==> config.mk <==
export PLATFORM = sky130hd
export DESIGN_NAME = clk_gate_ctrl
export DESIGN_NICKNAME = d
export VERILOG_FILES = /design/src/rtl/clk_gate_ctrl.sv
export SDC_FILE = /design/constraint.sdc
export NUM_CORES = 1
export LEC_CHECK = 0
export CAP_MARGIN = 20
export CORE_MARGIN = 2
export CORE_UTILIZATION = 40
export CTS_BUF_LIST = sky130_fd_sc_hd__clkbuf_8 sky130_fd_sc_hd__clkbuf_16
export DETAILED_ROUTE_END_ITERATION = 10
export GPL_ROUTABILITY_DRIVEN = 0
export GPL_TIMING_DRIVEN = 1
export PLACE_DENSITY = 0.78
export SLEW_MARGIN = 20
export SYNTH_ARGS = -nofsm -noshare
export SYNTH_HDL_FRONTEND = slang
export SYNTH_SLANG_ARGS = --single-unit
==> constraint.sdc <==
create_clock -name clk -period 2.3 [get_ports clk]
set_input_delay 0.46 -clock clk [delete_from_list [all_inputs] [get_ports clk]]
set_output_delay 0.46 -clock clk [all_outputs]
set_load 0.02 [all_outputs]
==> src/rtl/clk_gate_ctrl.sv <==
// Clock-gate controller: wake with settle delay, idle-timeout shutdown.
// Define GATE_STATS_EN to build the gated-cycle and wake statistics.
module clk_gate_ctrl #(
  parameter int IDLE_CYCLES = 8,
  parameter int WAKE_CYCLES = 2,
  parameter int CNT_W       = 4
) (
  input  logic        clk,
  input  logic        reset,
  input  logic        req,
  input  logic        busy,
  output logic        gate_en,
  output logic        ready,
  output logic [1:0]  state,
  output logic [15:0] gated_cycles,
  output logic [7:0]  wake_count
);

  localparam logic [1:0] OFF   = 2'd0;
  localparam logic [1:0] WAKE  = 2'd1;
  localparam logic [1:0] ON    = 2'd2;
  localparam logic [1:0] DRAIN = 2'd3;

  localparam logic [CNT_W-1:0] IDLE_LAST = CNT_W'(IDLE_CYCLES - 1);
  localparam logic [CNT_W-1:0] WAKE_LAST = CNT_W'(WAKE_CYCLES - 1);
  localparam logic [CNT_W-1:0] ONE       = CNT_W'(1);

  logic             act;
  logic [CNT_W-1:0] idle_ctr;
  logic [CNT_W-1:0] wake_ctr;

  assign act = req | busy;

  always_ff @(posedge clk) begin
    if (reset) begin
      state    <= OFF;
      gate_en  <= 1'b0;
      ready    <= 1'b0;
      idle_ctr <= '0;
      wake_ctr <= '0;
    end else begin
      unique case (state)
        OFF: begin
          if (act) begin
            state    <= WAKE;
            gate_en  <= 1'b1;
            wake_ctr <= '0;
          end
        end
        WAKE: begin
          if (wake_ctr == WAKE_LAST) begin
            state    <= ON;
            ready    <= 1'b1;
            idle_ctr <= '0;
            wake_ctr <= '0;
          end else begin
            wake_ctr <= wake_ctr + ONE;
          end
        end
        ON: begin
          if (act) begin
            idle_ctr <= '0;
          end else if (idle_ctr == IDLE_LAST) begin
            state    <= DRAIN;
            ready    <= 1'b0;
            idle_ctr <= '0;
          end else begin
            idle_ctr <= idle_ctr + ONE;
          end
        end
        DRAIN: begin
          // clock never stopped, so a late request resumes without settling
          if (act) begin
            state    <= ON;
            ready    <= 1'b1;
            idle_ctr <= '0;
          end else begin
            state   <= OFF;
            gate_en <= 1'b0;
          end
        end
        default: begin
          state   <= OFF;
          gate_en <= 1'b0;
          ready   <= 1'b0;
        end
      endcase
    end
  end

`ifdef GATE_STATS_EN
  always_ff @(posedge clk) begin
    if (reset) begin
      gated_cycles <= '0;
      wake_count   <= '0;
    end else begin
      if (!gate_en && gated_cycles != 16'hFFFF)
        gated_cycles <= gated_cycles + 16'd1;
      if (state == OFF && act && wake_count != 8'hFF)
        wake_count <= wake_count + 8'd1;
    end
  end
`else
  assign gated_cycles = '0;
  assign wake_count   = '0;
`endif

endmodule

==> results of run 1 <==
==> flip-flops by register name (all words and copies together) (netlist names) <==
name      count
idle_ctr      4
wake_ctr      4
state         2
gate_en       1
ready         1
==> synthesized netlist by cell type <==
master and number:
buf_4 24, dfxtp_1 12, nand2_1 8, nor2_1 7, a21oi_1 4, inv_1 4
ha_1 3, nor3_1 3, a22o_1 2, a22oi_1 2, buf_2 2, nand3_1 2
nor3b_1 2, a211oi_1 1, a21boi_0 1, a21o_1 1, a311oi_1 1, a31oi_1 1
and2_1 1, and3b_1 1, and4bb_1 1, buf_6 1, conb_1 1, inv_2 1
mux2_2 1, nand2b_1 1, nand3b_1 1, nor2_2 1, nor3_2 1, o2111ai_1 1
o21ai_0 1, o21bai_1 1, o31a_1 1, o32ai_2 1, or2_1 1, or4b_4 1
==> layout make-up <==
cell class / instances / area (um^2) / area share, %
timing repair buffer: 10 / 92.59 / 10.57
sequential: 12 / 240.2 / 27.43
inverter: 5 / 18.77 / 2.143
tap: 27 / 33.78 / 3.857
multi-input combinational: 77 / 449.2 / 51.29
clock buffer: 3 / 41.29 / 4.714
==> power by group <==
| group | internal [mW] | total (mW) | switching (mW) |
|---|---|---|---|
| Clock | 0.115 | 0.189 | 0.0735 |
| Combinational | 0.0507 | 0.143 | 0.0921 |
| Sequential | 0.221 | 0.233 | 0.0128 |
==> per-stage QoR <==
stage          hold slack (ns)  setup WS, ns  instance area, um^2
4_1_cts                 0.4774        0.3419                875.8
6_report                0.4773        0.3497                875.8
3_3_place_gp            0.4590        0.4596                834.6
3_5_place_dp            0.4676        0.4310                834.6
2_1_floorplan           0.4403        0.8459                909.6
5_1_grt                 0.5148        0.2536                875.8
==> kinds of logic (layout without fill, tap and decap cells) <==
logic type | count (synthesis) | in the layout | share of synthesized area, %
AOI/OAI and AO/OA | 18 | 18 | 16.57
adders and majority gates | 3 | 3 | 4.560
buffers and inverters | 32 | 18 | 26.75
DFF | 12 | 12 | 29.18
muxes | 1 | 1 | 1.368
other | 1 | 24 | 0.4555
and+or+nand+nor | 31 | 31 | 21.13
==> final timing paths <==
kind | cells after the start | startpoint | slack (ns) | endpoint
max | 1 | state[1] | 0.35 | state[1]
min | 2 | gate_en | 0.48 | gate_en
max reg2reg | 3 | state[1] | 0.78 | idle_ctr[0]
min reg2reg | 2 | gate_en | 0.48 | gate_en
==> layer usage <==
| layer | track usage [%] | share of wire, % | up-vias |
|---|---|---|---|
| met5 | 0 | 0 | - |
| met1 | 12.62 | 44 | 286 |
| li1 | - | - | 310 |
| met4 | 5.238 | 0.74 | 0 |
| met2 | 20.05 | 51 | 12 |
| met3 | 4.601 | 4.5 | 2 |
==> cell usage in the layout (no fill, tap or decap), types with 3 or more instances in the layout <==
| cell type | count |
|---|---|
| clkbuf_8 | 3 |
| inv_1 | 4 |
| nor3_1 | 3 |
| clkdlybuf4s50_1 | 7 |
| nor2_1 | 7 |
| ha_1 | 3 |
| nand2_1 | 8 |
| buf_4 | 3 |
| conb_1 | 24 |
| dfxtp_1 | 12 |
| a21oi_1 | 4 |
==> impl_metrics.env, run 1 <==
export IMPL_fin_util_pct=45.10
export IMPL_status="finished, final reports clean"
export IMPL_finalSetupViolations=0
export IMPL_holdBufCountCts=0
export IMPL_grt_pass1_wl_um=2208
export IMPL_power_density_mw_per_mm2=645.0
export IMPL_die_h_um=49.37
export IMPL_nFillCells=213
export IMPL_end_kind="output port"
export IMPL_drv_slew=0
export IMPL_synth_area_leader_cell="dfxtp_1"
export IMPL_cts_clk_slew_worst_paths_ns=0.05
export IMPL_path_cells="clkdlybuf4s50_1"
export IMPL_ys_seq_area_share_pct=29.18
export IMPL_critPathBufInv=1
export IMPL_max_freq_mhz=512.7
export IMPL_worstPathMaxFanout=13
export IMPL_synth_area_um2=823.3
export IMPL_grt_max_degree=14
export IMPL_drtIter0Drc=10
export IMPL_syn2layout_area_growth_pct=6.383
export IMPL_start_util_pct=42.40
export IMPL_vias_per_cell=4.552
export IMPL_hold_violations=0
export IMPL_core_mm2=0.001942
export IMPL_cts_path_max_buffers=2
export IMPL_max_stage_delay_ns=0.68
export IMPL_die_area_mm2=0.002437
export IMPL_path_delay_family="buffers and inverters"
export IMPL_grt_overflow_total=0
export IMPL_worstPathArrival_ns=1.49
export IMPL_pin_count=32
export IMPL_clock_sinks=12
export IMPL_dr_pass1_iters=4
export IMPL_antenna_found_initial=0
export IMPL_yosysWarnings=0
export IMPL_wire_per_inst_um=10.03
export IMPL_maxCapViolations=0
export IMPL_postRouteAntennaNets=0
export IMPL_syn_area_per_cell_um2=8.401
export IMPL_synth_cells=98
export IMPL_grt_setup_unrepaired="false"
export IMPL_std_cell_rows=16
export IMPL_cp_slowest_cell="clkdlybuf4s50_1"
export IMPL_clock_latency_ns=0.24
export IMPL_total_power_mw=0.5649
export IMPL_min_path_type="reg2reg"
export IMPL_period_share_pct=84.80
export IMPL_drive_above_1_share_pct=11.21
export IMPL_synth_distinct_cells=36
export IMPL_crit_type="reg2out"
export IMPL_post_cts_buffers=0
export IMPL_dp_hpwl_um=1049
export IMPL_fin_crit_ns=1.950
export IMPL_vias=610
export IMPL_portBuffers=7
export IMPL_dpl_cell_count=131
export IMPL_ir_drop_v=0.0004010
export IMPL_critical_path_startpoint_type="register"
export IMPL_synth_area_top_cells="dfxtp_1 (29%), buf_4 (22%), ha_1 (4.6%)"
export IMPL_ys_ff_latch=12
export IMPL_grt_pass1_vias=547
export IMPL_fin_skew_ns=0.001566
export IMPL_routed_wl_um=1344
export IMPL_drc=0
export IMPL_fp_dieW_um=49.37
export IMPL_cts_tree="done"
export IMPL_power_leakage_nw=0.3954
export IMPL_num_nets_final=116
export IMPL_antenna_cells=0
export IMPL_clock_root_buffer="clkbuf_8"
export IMPL_fin_cells=134
export IMPL_cts_htree_levels=1
export IMPL_cts_buffers=3
export IMPL_grt_usage_pct=11.72
export IMPL_cts_resized_gates=0
export IMPL_cp_required_ns=1.84
export IMPL_tns_ns=0
export IMPL_netlist_area_leader_share_pct=29.18
Power figures use the tool's default switching activity.
==> run 2, diff against run 1 <==
==> constraint.sdc (replaced) <==
create_clock -name clk -period 1.8 [get_ports clk]
set_input_delay 0.36 -clock clk [delete_from_list [all_inputs] [get_ports clk]]
set_output_delay 0.36 -clock clk [all_outputs]
set_load 0.02 [all_outputs]
==> run 2 against run 1 <==
- critical path depth is the same
- non-clock buffer count grew 1
- sequential share of layout area is 0.65 points lower
- largest power group unchanged
- first-iteration DRC count up 20%
- setup slack lost 0.10 ns
- via count shrank 3.0%
- flip-flop and latch count did not move
- core utilization is 1.1 points higher
- die area did not move
- clock power increased by 53%
- sequential power up 26%
- cell area rose by 2.4%
==> impl_metrics.env, run 2 (synthesis gave the netlist of run 1 again) <==
export IMPL_status="finished, final reports clean"
export IMPL_top_usage_layer="met2"
export IMPL_use_met2_pct=18.02
export IMPL_grt_pass1_wl_um=2139
export IMPL_grt_pass1_vias=518
export IMPL_cts_path_max_buffers=2
export IMPL_grt_overflow_total=0
export IMPL_routed_wl_um=1361
export IMPL_min_path_type="reg2reg"
export IMPL_cp_required_ns=1.44
export IMPL_seq_area_um2=240.2
export IMPL_syn2layout_area_growth_pct=8.966
export IMPL_holdBufCountCts=0
export IMPL_use_met3_pct=3.988
export IMPL_grt_max_degree=13
export IMPL_cp_slowest_cell="clkdlybuf4s50_1"
export IMPL_crit_type="reg2out"
export IMPL_fin_util_pct=46.20
export IMPL_die_area_mm2=0.002437
export IMPL_num_nets_final=117
export IMPL_vias_per_cell=4.353
export IMPL_tns_ns=0
export IMPL_std_cell_rows=16
export IMPL_pin_count=32
export IMPL_period_share_pct=86.28
export IMPL_critical_path_startpoint_type="register"
export IMPL_maxCapViolations=0
export IMPL_postRouteAntennaNets=0
export IMPL_end_kind="output port"
export IMPL_die_h_um=49.37
export IMPL_cts_tree="done"
export IMPL_cts_buffers=3
export IMPL_use_met1_pct=14.20
export IMPL_power_density_mw_per_mm2=862.1
export IMPL_dp_hpwl_um=1117
export IMPL_nFillCells=208
export IMPL_fin_crit_ns=1.553
export IMPL_final_cell_mix="conb_1 (24), dfxtp_1 (12), nand2_1 (8), nor2_1 (7), clkdlybuf4s50_1 (7)"
export IMPL_fin_skew_ns=0.002038
export IMPL_finalSetupViolations=0
export IMPL_cts_htree_levels=1
export IMPL_drv_slew=0
export IMPL_r2r_slack_ns=0.37
export IMPL_placed_cell_area_um2=842.1
export IMPL_multiInputGateArea_um2=449.2
export IMPL_clock_sinks=12
export IMPL_critPathBufInv=1
export IMPL_cts_resized_gates=0
export IMPL_path_cells="clkdlybuf4s50_1"
export IMPL_antenna_cells=0
export IMPL_grt_setup_unrepaired="false"
export IMPL_fp_dieW_um=49.37
export IMPL_hold_violations=0
export IMPL_portBuffers=7
export IMPL_ir_drop_v=0.0006307
export IMPL_power_leakage_nw=0.4080
export IMPL_drc=0
export IMPL_clock_root_buffer="clkbuf_8"
export IMPL_drive_above_1_share_pct=12.84
export IMPL_max_stage_delay_ns=0.61
export IMPL_dr_pass1_iters=4
export IMPL_final_area_um2=897.1
export IMPL_path_delay_family="buffers and inverters"
export IMPL_worstPathArrival_ns=1.19
export IMPL_cts_clk_slew_worst_paths_ns=0.05
export IMPL_drtIter0Drc=12
export IMPL_max_freq_mhz=643.9
export IMPL_grt_usage_pct=11.29
export IMPL_final_common_cell="conb_1"
export IMPL_post_cts_buffers=0
export IMPL_start_util_pct=42.40
export IMPL_worstPathMaxFanout=3
export IMPL_clock_latency_ns=0.24
export IMPL_vias=592
export IMPL_antenna_found_initial=0
export IMPL_wire_per_inst_um=10.01
export IMPL_core_mm2=0.001942
export IMPL_top_regs="idle_ctr (4), wake_ctr (4), state (2)"
==> run 2: area by class of cell <==
| type | instances | area share (%) |
|---|---|---|
| Inverter | 5 | 2.092 |
| Sequential cell | 12 | 26.78 |
| Timing Repair Buffer | 11 | 11.16 |
| Clock buffer | 4 | 6.137 |
| Tap cell | 27 | 3.766 |
| Multi-Input combinational cell | 77 | 50.07 |
==> run 2: where the power goes <==
group | leakage, nW | total (mW) | internal [mW] | switching [mW]
Sequential | 0.0977 | 0.293 | 0.282 | 0.0118
Combinational | 0.282 | 0.190 | 0.0668 | 0.124
Clock | 0.0288 | 0.290 | 0.193 | 0.0965
==> run 2: metal layers <==
layer  wire (um)  vias to the layer above
li1            -                      310
met4           0                        0
met5           0                        -
met1         649                      270
met3          51                        0
met2         661                       12
==> run 2: worst paths after layout <==
kind | cells after the start | to | start
setup / recovery | 1 | gate_en | gate_en
hold / removal | 2 | gate_en | gate_en
setup reg to reg | 6 | wake_ctr[2] | wake_ctr[1]
hold reg to reg | 2 | gate_en | gate_en
==> run 2: per-stage QoR <==
| step | std cells | setup slack [ns] | total power [mW] | hold WS, ns |
|---|---|---|---|---|
| after detailed placement | 132 | 0.01417 | 0.4887 | 0.4740 |
| after CTS | 136 | 0.2382 | 0.7817 | 0.4810 |
| after floorplan | 121 | 0.4457 | 0.4778 | 0.4403 |
| after global placement | 132 | 0.06189 | 0.4838 | 0.4609 |
| after global routing | 136 | 0.1964 | 0.8218 | 0.5186 |
| final | 136 | 0.2470 | 0.7734 | 0.4787 |
